==> src/rtl/mem_arbiter.sv <==
// mem_arbiter
//
// Shares one single-port unified memory between the fetch stage (instruction
// reads) and the memory stage (data loads and stores). A request is granted
// from IDLE, then held on the memory for LATENCY cycles in ACCESS. The result
// is returned on the port that owns the access, together with a one-cycle
// done pulse. A flush cancels the result of an in-flight fetch, but the
// memory access itself still runs its full length.
//
// Parameters
//   LATENCY  cycles an access occupies the memory (1..8)
//   AW       address width
//   DW       data width
//
// Ports
//   clk        clock, all state updates on the rising edge
//   rst        asynchronous, active-low reset
//   if_req     fetch read request (level)
//   if_addr    fetch address
//   if_rdata   fetch read data (registered)
//   if_done    one-cycle fetch completion pulse
//   if_stall   fetch must hold
//   dm_req     data request (level)
//   dm_wr      1 = store, 0 = load
//   dm_addr    data address
//   dm_wdata   store data
//   dm_rdata   load data (registered)
//   dm_done    one-cycle data completion pulse (loads and stores)
//   dm_stall   memory stage must hold
//   flush      pipeline flush, affects the fetch port only
//   mem_en     memory enable
//   mem_wr     memory write strobe
//   mem_addr   memory address
//   mem_wdata  memory write data
//   mem_rdata  memory read data, valid in the final access cycle
//   busy       access in progress

module mem_arbiter #(
  parameter int LATENCY = 2,
  parameter int AW      = 16,
  parameter int DW      = 16
) (
  input  logic          clk,
  input  logic          rst,

  input  logic          if_req,
  input  logic [AW-1:0] if_addr,
  output logic [DW-1:0] if_rdata,
  output logic          if_done,
  output logic          if_stall,

  input  logic          dm_req,
  input  logic          dm_wr,
  input  logic [AW-1:0] dm_addr,
  input  logic [DW-1:0] dm_wdata,
  output logic [DW-1:0] dm_rdata,
  output logic          dm_done,
  output logic          dm_stall,

  input  logic          flush,

  output logic          mem_en,
  output logic          mem_wr,
  output logic [AW-1:0] mem_addr,
  output logic [DW-1:0] mem_wdata,
  input  logic [DW-1:0] mem_rdata,

  output logic          busy
);

  // The down-counter needs at least one bit even when LATENCY is 1.
  localparam int CW = (LATENCY > 1) ? $clog2(LATENCY) : 1;
  localparam logic [CW-1:0] CNT_LOAD = CW'(LATENCY - 1);

  typedef enum logic {
    IDLE,
    ACCESS
  } state_t;

  typedef enum logic {
    PORT_IF,
    PORT_DM
  } port_t;

  state_t          state;
  state_t          state_nxt;
  logic [CW-1:0]   cnt;
  logic            kill;
  port_t           last_grant;
  port_t           owner;
  logic [AW-1:0]   lat_addr;
  logic [DW-1:0]   lat_wdata;
  logic            lat_wr;

  logic            if_elig;
  logic            dm_elig;
  logic            grant_if;
  logic            grant_dm;
  logic            final_cycle;
  logic            kill_now;

  // A port whose done is high this cycle has just been served; masking its
  // request here is what stops the same request being granted twice.
  assign if_elig = if_req & ~if_done & ~flush;
  assign dm_elig = dm_req & ~dm_done;

  // A flush in the final cycle must cancel the result too, so the kill
  // decision looks at the live flush as well as the sticky flag.
  assign kill_now = kill | (flush & (owner == PORT_IF));

  // State register; an asynchronous reset drops mem_en and busy at once
  // because both are decoded straight from the state.
  always_ff @(posedge clk or negedge rst) begin
    if (!rst) begin
      state <= IDLE;
    end else begin
      state <= state_nxt;
    end
  end

  // Next-state and grant decode. On a conflict the port that was not
  // granted most recently wins, so neither requester can starve.
  always_comb begin
    state_nxt   = state;
    grant_if    = 1'b0;
    grant_dm    = 1'b0;
    final_cycle = 1'b0;
    case (state)
      IDLE: begin
        if (dm_elig && (!if_elig || (last_grant == PORT_IF))) begin
          grant_dm  = 1'b1;
          state_nxt = ACCESS;
        end else if (if_elig) begin
          grant_if  = 1'b1;
          state_nxt = ACCESS;
        end
      end
      ACCESS: begin
        if (cnt == '0) begin
          final_cycle = 1'b1;
          state_nxt   = IDLE;
        end
      end
      default: begin
        state_nxt = IDLE;
      end
    endcase
  end

  // Access bookkeeping: latch the granted request, count the access down,
  // and on the final cycle deliver the result to the owning port. The done
  // pulses default low so each lasts exactly one cycle.
  always_ff @(posedge clk or negedge rst) begin
    if (!rst) begin
      cnt        <= '0;
      kill       <= 1'b0;
      last_grant <= PORT_IF;
      owner      <= PORT_IF;
      lat_addr   <= '0;
      lat_wdata  <= '0;
      lat_wr     <= 1'b0;
      if_rdata   <= '0;
      dm_rdata   <= '0;
      if_done    <= 1'b0;
      dm_done    <= 1'b0;
    end else begin
      if_done <= 1'b0;
      dm_done <= 1'b0;
      if (grant_dm) begin
        lat_addr   <= dm_addr;
        lat_wdata  <= dm_wdata;
        lat_wr     <= dm_wr;
        owner      <= PORT_DM;
        last_grant <= PORT_DM;
        cnt        <= CNT_LOAD;
      end else if (grant_if) begin
        lat_addr   <= if_addr;
        lat_wdata  <= '0;
        lat_wr     <= 1'b0;
        owner      <= PORT_IF;
        last_grant <= PORT_IF;
        cnt        <= CNT_LOAD;
      end else if (state == ACCESS) begin
        if (final_cycle) begin
          kill <= 1'b0;
          if (owner == PORT_DM) begin
            dm_done <= 1'b1;
            if (!lat_wr) begin
              dm_rdata <= mem_rdata;
            end
          end else if (!kill_now) begin
            if_done  <= 1'b1;
            if_rdata <= mem_rdata;
          end
        end else begin
          cnt <= cnt - 1'b1;
          if (kill_now) begin
            kill <= 1'b1;
          end
        end
      end
    end
  end

  // The memory sees the latched request for the whole access, so the
  // requesters' inputs are never re-sampled once a grant has been made.
  assign busy      = (state == ACCESS);
  assign mem_en    = busy;
  assign mem_wr    = busy & lat_wr;
  assign mem_addr  = lat_addr;
  assign mem_wdata = lat_wdata;

  assign if_stall  = if_req & ~if_done;
  assign dm_stall  = dm_req & ~dm_done;

endmodule

==> config.mk <==
export PLATFORM = sky130hd
export DESIGN_NAME = mem_arbiter
export DESIGN_NICKNAME = d
export VERILOG_FILES = /design/src/rtl/mem_arbiter.sv
export SDC_FILE = /design/constraint.sdc
export NUM_CORES = 1
export LEC_CHECK = 0
export ABC_AREA = 1
export CORE_MARGIN = 2
export CORE_UTILIZATION = 43
export CTS_BUF_LIST = sky130_fd_sc_hd__clkbuf_4 sky130_fd_sc_hd__clkbuf_8
export DETAILED_ROUTE_END_ITERATION = 8
export GPL_TIMING_DRIVEN = 1
export PLACE_DENSITY_LB_ADDON = 0.3
export SYNTH_ARGS = -nofsm -noshare
export SYNTH_HDL_FRONTEND = slang
export SYNTH_SLANG_ARGS = --single-unit
==> constraint.sdc <==
create_clock -name clk -period 1.8 [get_ports clk]
set_input_delay 0.45 -clock clk [delete_from_list [all_inputs] [get_ports clk]]
set_output_delay 0.45 -clock clk [all_outputs]
set_load 0.005 [all_outputs]
* Word level (Yosys, flattened, before mapping) *
Index checks and enable logic that the tools add are counted.

storage, ports and cells
  output and inout port bits = 71
  flip-flop bits (word level) = 71
  word-level logic and storage cells = 72

operators by class
  reduce and logical (&&, ||, !) cells = 10
  mux-type cells = 34
  bitwise operators = 15
  eq/ne operators = 1
  add/subtract/negate cells = 1

operator list
  kind                                           count
  16-bit 2-to-1 mux                              4
  1-bit 2-to-1 mux                               29
  6-bit AND reduction                            2
  1-bit NOT                                      9
  1-bit AND                                      5
  4-bit AND reduction                            1
  2-bit nonzero test                             2
  3-bit inequality test (second input constant)  1
  3-bit nonzero test                             1
  1-bit one-hot mux with 2 select lines          1
  2-bit AND reduction                            1
  1-bit logical AND                              1
  1-bit logical NOT                              1
  1-bit logical OR                               1
  1-bit bitwise OR                               1
  1-bit subtractor (second input constant)       1

* Depth between registers and ports, before layout *
  depth after elaboration = 10
  gate-level depth with buffers = 8

* Worst setup path after synthesis *
No wires, ideal clock.

  path type = input to register
  start point = input flush
  end point = register lat_addr[13], in the netlist mem_addr[13]
  stages = 7
  setup slack = 471 ps
  arrival time = 1,212 ps
  cell sequence = inv_2 -> nand3_1 -> a21oi_4 -> inv_2 -> buf_2 -> nand2_1 -> nand2_1

on the way
  word-level cells in the longest chain between the ends = 8
  elaborated cells between the ends (all ways) = 12
  those cells by class = mux: 6; bitwise: 2; reduce/logical: 4

RTL lines
  what                                                     line  text
  from (decl)                                              60    input logic flush,
  1-bit NOT *                                              104   assign if_elig = if_req & ~if_done & ~flush;
  1-bit AND *                                              104
  1-bit logical NOT                                        130   if (dm_elig && (!if_elig || (last_grant == PORT_IF))) begin
  1-bit logical OR                                         130
  1-bit logical AND                                        130
  1-bit 2-to-1 mux                                         130
  1-bit 2-to-1 mux                                         128   case (state)
  16-bit 2-to-1 mux or 2-bit nonzero test (tied branches)  n/a
  to (signal assigned)                                     170   lat_addr <= dm_addr;
  to (signal assigned)                                     177   lat_addr <= if_addr;
  to (decl)                                                91    logic [AW-1:0] lat_addr;

Every way passes the cells marked *; elsewhere a longest branch is shown, timed or not.
A chain may end at the register's enable or synchronous reset.

* Worst setup path in the final report *
  start point = register dm_done
  end point = output dm_done

RTL lines
  what                    line  text
  from (decl)             57    output logic dm_done,
  from (signal assigned)  165   dm_done <= 1'b0;
  from (signal assigned)  168   dm_done <= 1'b0;
  from (signal assigned)  187   dm_done <= 1'b1;

No word-level cell between the ends.

==> impl_metrics.toml <==
[synthesis]
synth.top_cell.area_share_pct = 55.8
synthXorXnorAreaFrac_pct = 0
ys_top_cells_by_area = "dfrtp_1 (56%), nand2_1 (13%), nand3_1 (8.0%)"
ys_ff_latch = 71
syn_area_um2 = 3190
synth_fa_ha_area_share_pct = 0
synth_mux_area_share_pct = 0
synth-simple-area-share_pct = 23.7
syn_nets = 431
synth-seq-area-share_pct = 55.8
synthTopCellsByCount = "nand2_1 (114), dfrtp_1 (71), inv_1 (58), nand3_1 (51), o21ai_2 (25)"
yosysMostFrequentCell = "nand2_1"
synth_top_family_by_area = "simple AND/OR/NAND/NOR gates"
synth.avg_cell_area_um2 = 8.83
ys.flop_type = "dfrtp_1"
ys_types = 20
synth_compound_area_share_pct = 9.27
yosys.area.top_type = "dfrtp_1"
syn_inst = 361
ys_warn_count = 0
synth_edf_count = 0
async_reset_ff_share_pct = 100

[final_layout]
nNetsFinal = 586
num_antenna_cells = 0
drive_gt1_share_pct = 14.4
multi_input_area_um2 = 1050
instances_no_fill = 620
seq_area_um2 = 1780
nFillCells = 589
syn_to_final_growth_pct = 58.8

[cts]
clk_path_buf_depth = 2
h-tree-depth = 3
numCtsBuffers = 9
cts_tree = "built"
clk_pin_slew_ns = 0.08
clkSinkCount = 71
clkLatencyLatePin_ns = 0.34
ctsRootBufferMaster = "clkbuf_8"

[timing]
max_slew.worst_pin.slew_ns = 0.407
max_freq_mhz = 581
hold_viol = 0
skew_ns = 0.00956
period_share_pct = 95.7
slew_headroom_pct = 72.8
finalCriticalPeriod_ns = 1.72
setup_viol = 0
setup_tns_ns = 0
grt_setup_unrepaired = "no"
drv_slew = 0

[place]
gp_congestion = 0.767
dpl.cell_count = 603
dpl.hpwl_mm = 5.81
portBuffers = 140

[critical_path]
cp.required_ns = 1.35
rrSetupSlack_ns = 0.30
cp_max_fo = 2
r2r-end = "mem_wdata[9]$_DFFE_PN0P_"
crit_arrival_ns = 1.27
reg2reg_depth = 7
end_kind = "output port"
path_cells = "clkdlybuf4s50_1"
max_stage_delay_ns = 0.52
crit_cells = 1
start_kind = "flip-flop"
worst_path_max_delay_cell = "clkdlybuf4s50_1"
crit_family = "buffers and inverters"
r2r-start = "busy$_DFF_PN0_"
path_buf_inv = 1
worstSetupPathType = "reg -> out"

[hold_path]
min_path_type = "in -> async"

[power_and_ir_drop]
power_density_nw_per_um2 = 1600
ir_worst_vdd_v = 0.000734
power.leakage_uw = 0.00254

[routing]
wl_per_cell_um = 13.2
viasPerCell = 4.59
vias = 2848
drc_errors = 0
drtIter0Drc = 135
routed_wl_mm = 8.17
dr.pass1.iters = 5
postRouteAntennaNets = 0

[floorplanning]
ios = 141
rows = 31
die_area_um2 = 8120
core_um2 = 7210
die_w_um = 90.1
start_util_pct = 44.2
die_h_um = 90.1

[grt]
grt_max_degree = 72
grt.total_usage_pct = 21.4
grt_pass1_wl_mm = 14.1
antenna_found_initial = 0
grt_pass1_vias = 2829
grt-ovfl-total = 0

[status]
outcome = "complete, no violations"

[flow_run]
drv_cap = 0
==> worst max-delay path by stage <==
stage                      start                       end  slack [ns]
2_1_floorplan              flush  mem_addr[13]$_DFFE_PN0P_        0.47
3_3_place_gp              if_req                  if_stall       -0.19
3_5_place_dp              if_req                  if_stall       -0.22
4_1_cts                   if_req                  if_stall        0.05
5_1_grt                   if_req                  if_stall       0.008
6_report       dm_done$_DFF_PN0_                   dm_done        0.08
==> layer usage <==
metal  global-route usage, %  wire length (µm)  vias to the layer above  part of all wire [%]
met3                    6.79               682                       12                   8.3
met4                    6.41               106                        0                   1.3
met2                    32.7              3750                      120                    46
met5                       0                 0                        -                     0
met1                    29.5              3630                     1295                    44
li1                        -                 -                     1421                     -
==> placed cells by master, fill, tap and decap left out <==
cell type / count
a21oi_1: 1
a21oi_4: 1
buf_12: 6
buf_2: 1
buf_4: 16
bufinv_16: 3
clkbuf_8: 10
clkdlybuf4s15_1: 1
clkdlybuf4s50_1: 136
clkinv_2: 2
clkinvlp_4: 1
dfrtp_1: 70
dfrtp_2: 1
dlygate4sd2_1: 2
inv_1: 58
inv_2: 3
nand2_1: 114
nand2_2: 2
nand3_1: 51
nand4_1: 1
nand4_4: 1
nor2_1: 1
nor2_2: 2
nor3_4: 1
o21ai_0: 4
o21ai_1: 7
o21ai_2: 25
==> kinds of logic (layout without fill, tap and decap cells) <==
group,Yosys count,in the layout
flip-flops,71,71
AND/OR/NAND/NOR,173,173
AO/OA/AOI/OAI,38,38
buffers and inverters,79,239
==> per-stage QoR <==
stage | worst slack (ns) | instance area (µm²) | total power (µW) | utilization (%) | hold slack (ns)
detailed placement | -0.218 | 4810 | 6600 | 66.7 | 0.465
global placement | -0.191 | 4810 | 6470 | 66.7 | 0.455
global route | 0.00764 | 5060 | 8690 | 70.2 | 0.145
floorplan | 0.471 | 3190 | 4390 | - | 0.154
CTS | 0.0468 | 5060 | 8210 | 70.1 | 0.137
finish | 0.0776 | 5060 | 8100 | 70.2 | 0.122
==> registers in the layout, indices dropped and copies added, names as in the netlist <==
| signal | count |
|---|---|
| dm_rdata | 16 |
| if_rdata | 16 |
| mem_addr | 16 |
| mem_wdata | 16 |
| busy | 1 |
| cnt | 1 |
| dm_done | 1 |
| if_done | 1 |
| kill | 1 |
| lat_wr | 1 |
| owner | 1 |
==> timing repair <==
action | CTS | global route
resized for setup | 4 | 1
hold buffers | 0 | 0
setup endpoints to repair | 5 | 1
buffers inserted | 1 | 0
pin swaps | 0 | 0
==> power by group <==
| part | leakage (µW) | internal, µW | switching, µW |
|---|---|---|---|
| combinational | 0.00154 | 2150 | 1590 |
| clock | 0.000122 | 953 | 603 |
| sequential | 0.000884 | 2370 | 433 |
| total | 0.00254 | 5470 | 2620 |
==> cell type report <==
cell class | instances | area share [%]
Clock buffer | 10 | 2.72
Clock inverter | 6 | 2.13
Inverter | 61 | 4.52
Multi-Input combinational cell | 211 | 20.8
Sequential cell | 71 | 35.1
Tap cell | 99 | 2.45
Timing Repair Buffer | 162 | 32.3
(Power assumes the default switching activity.)
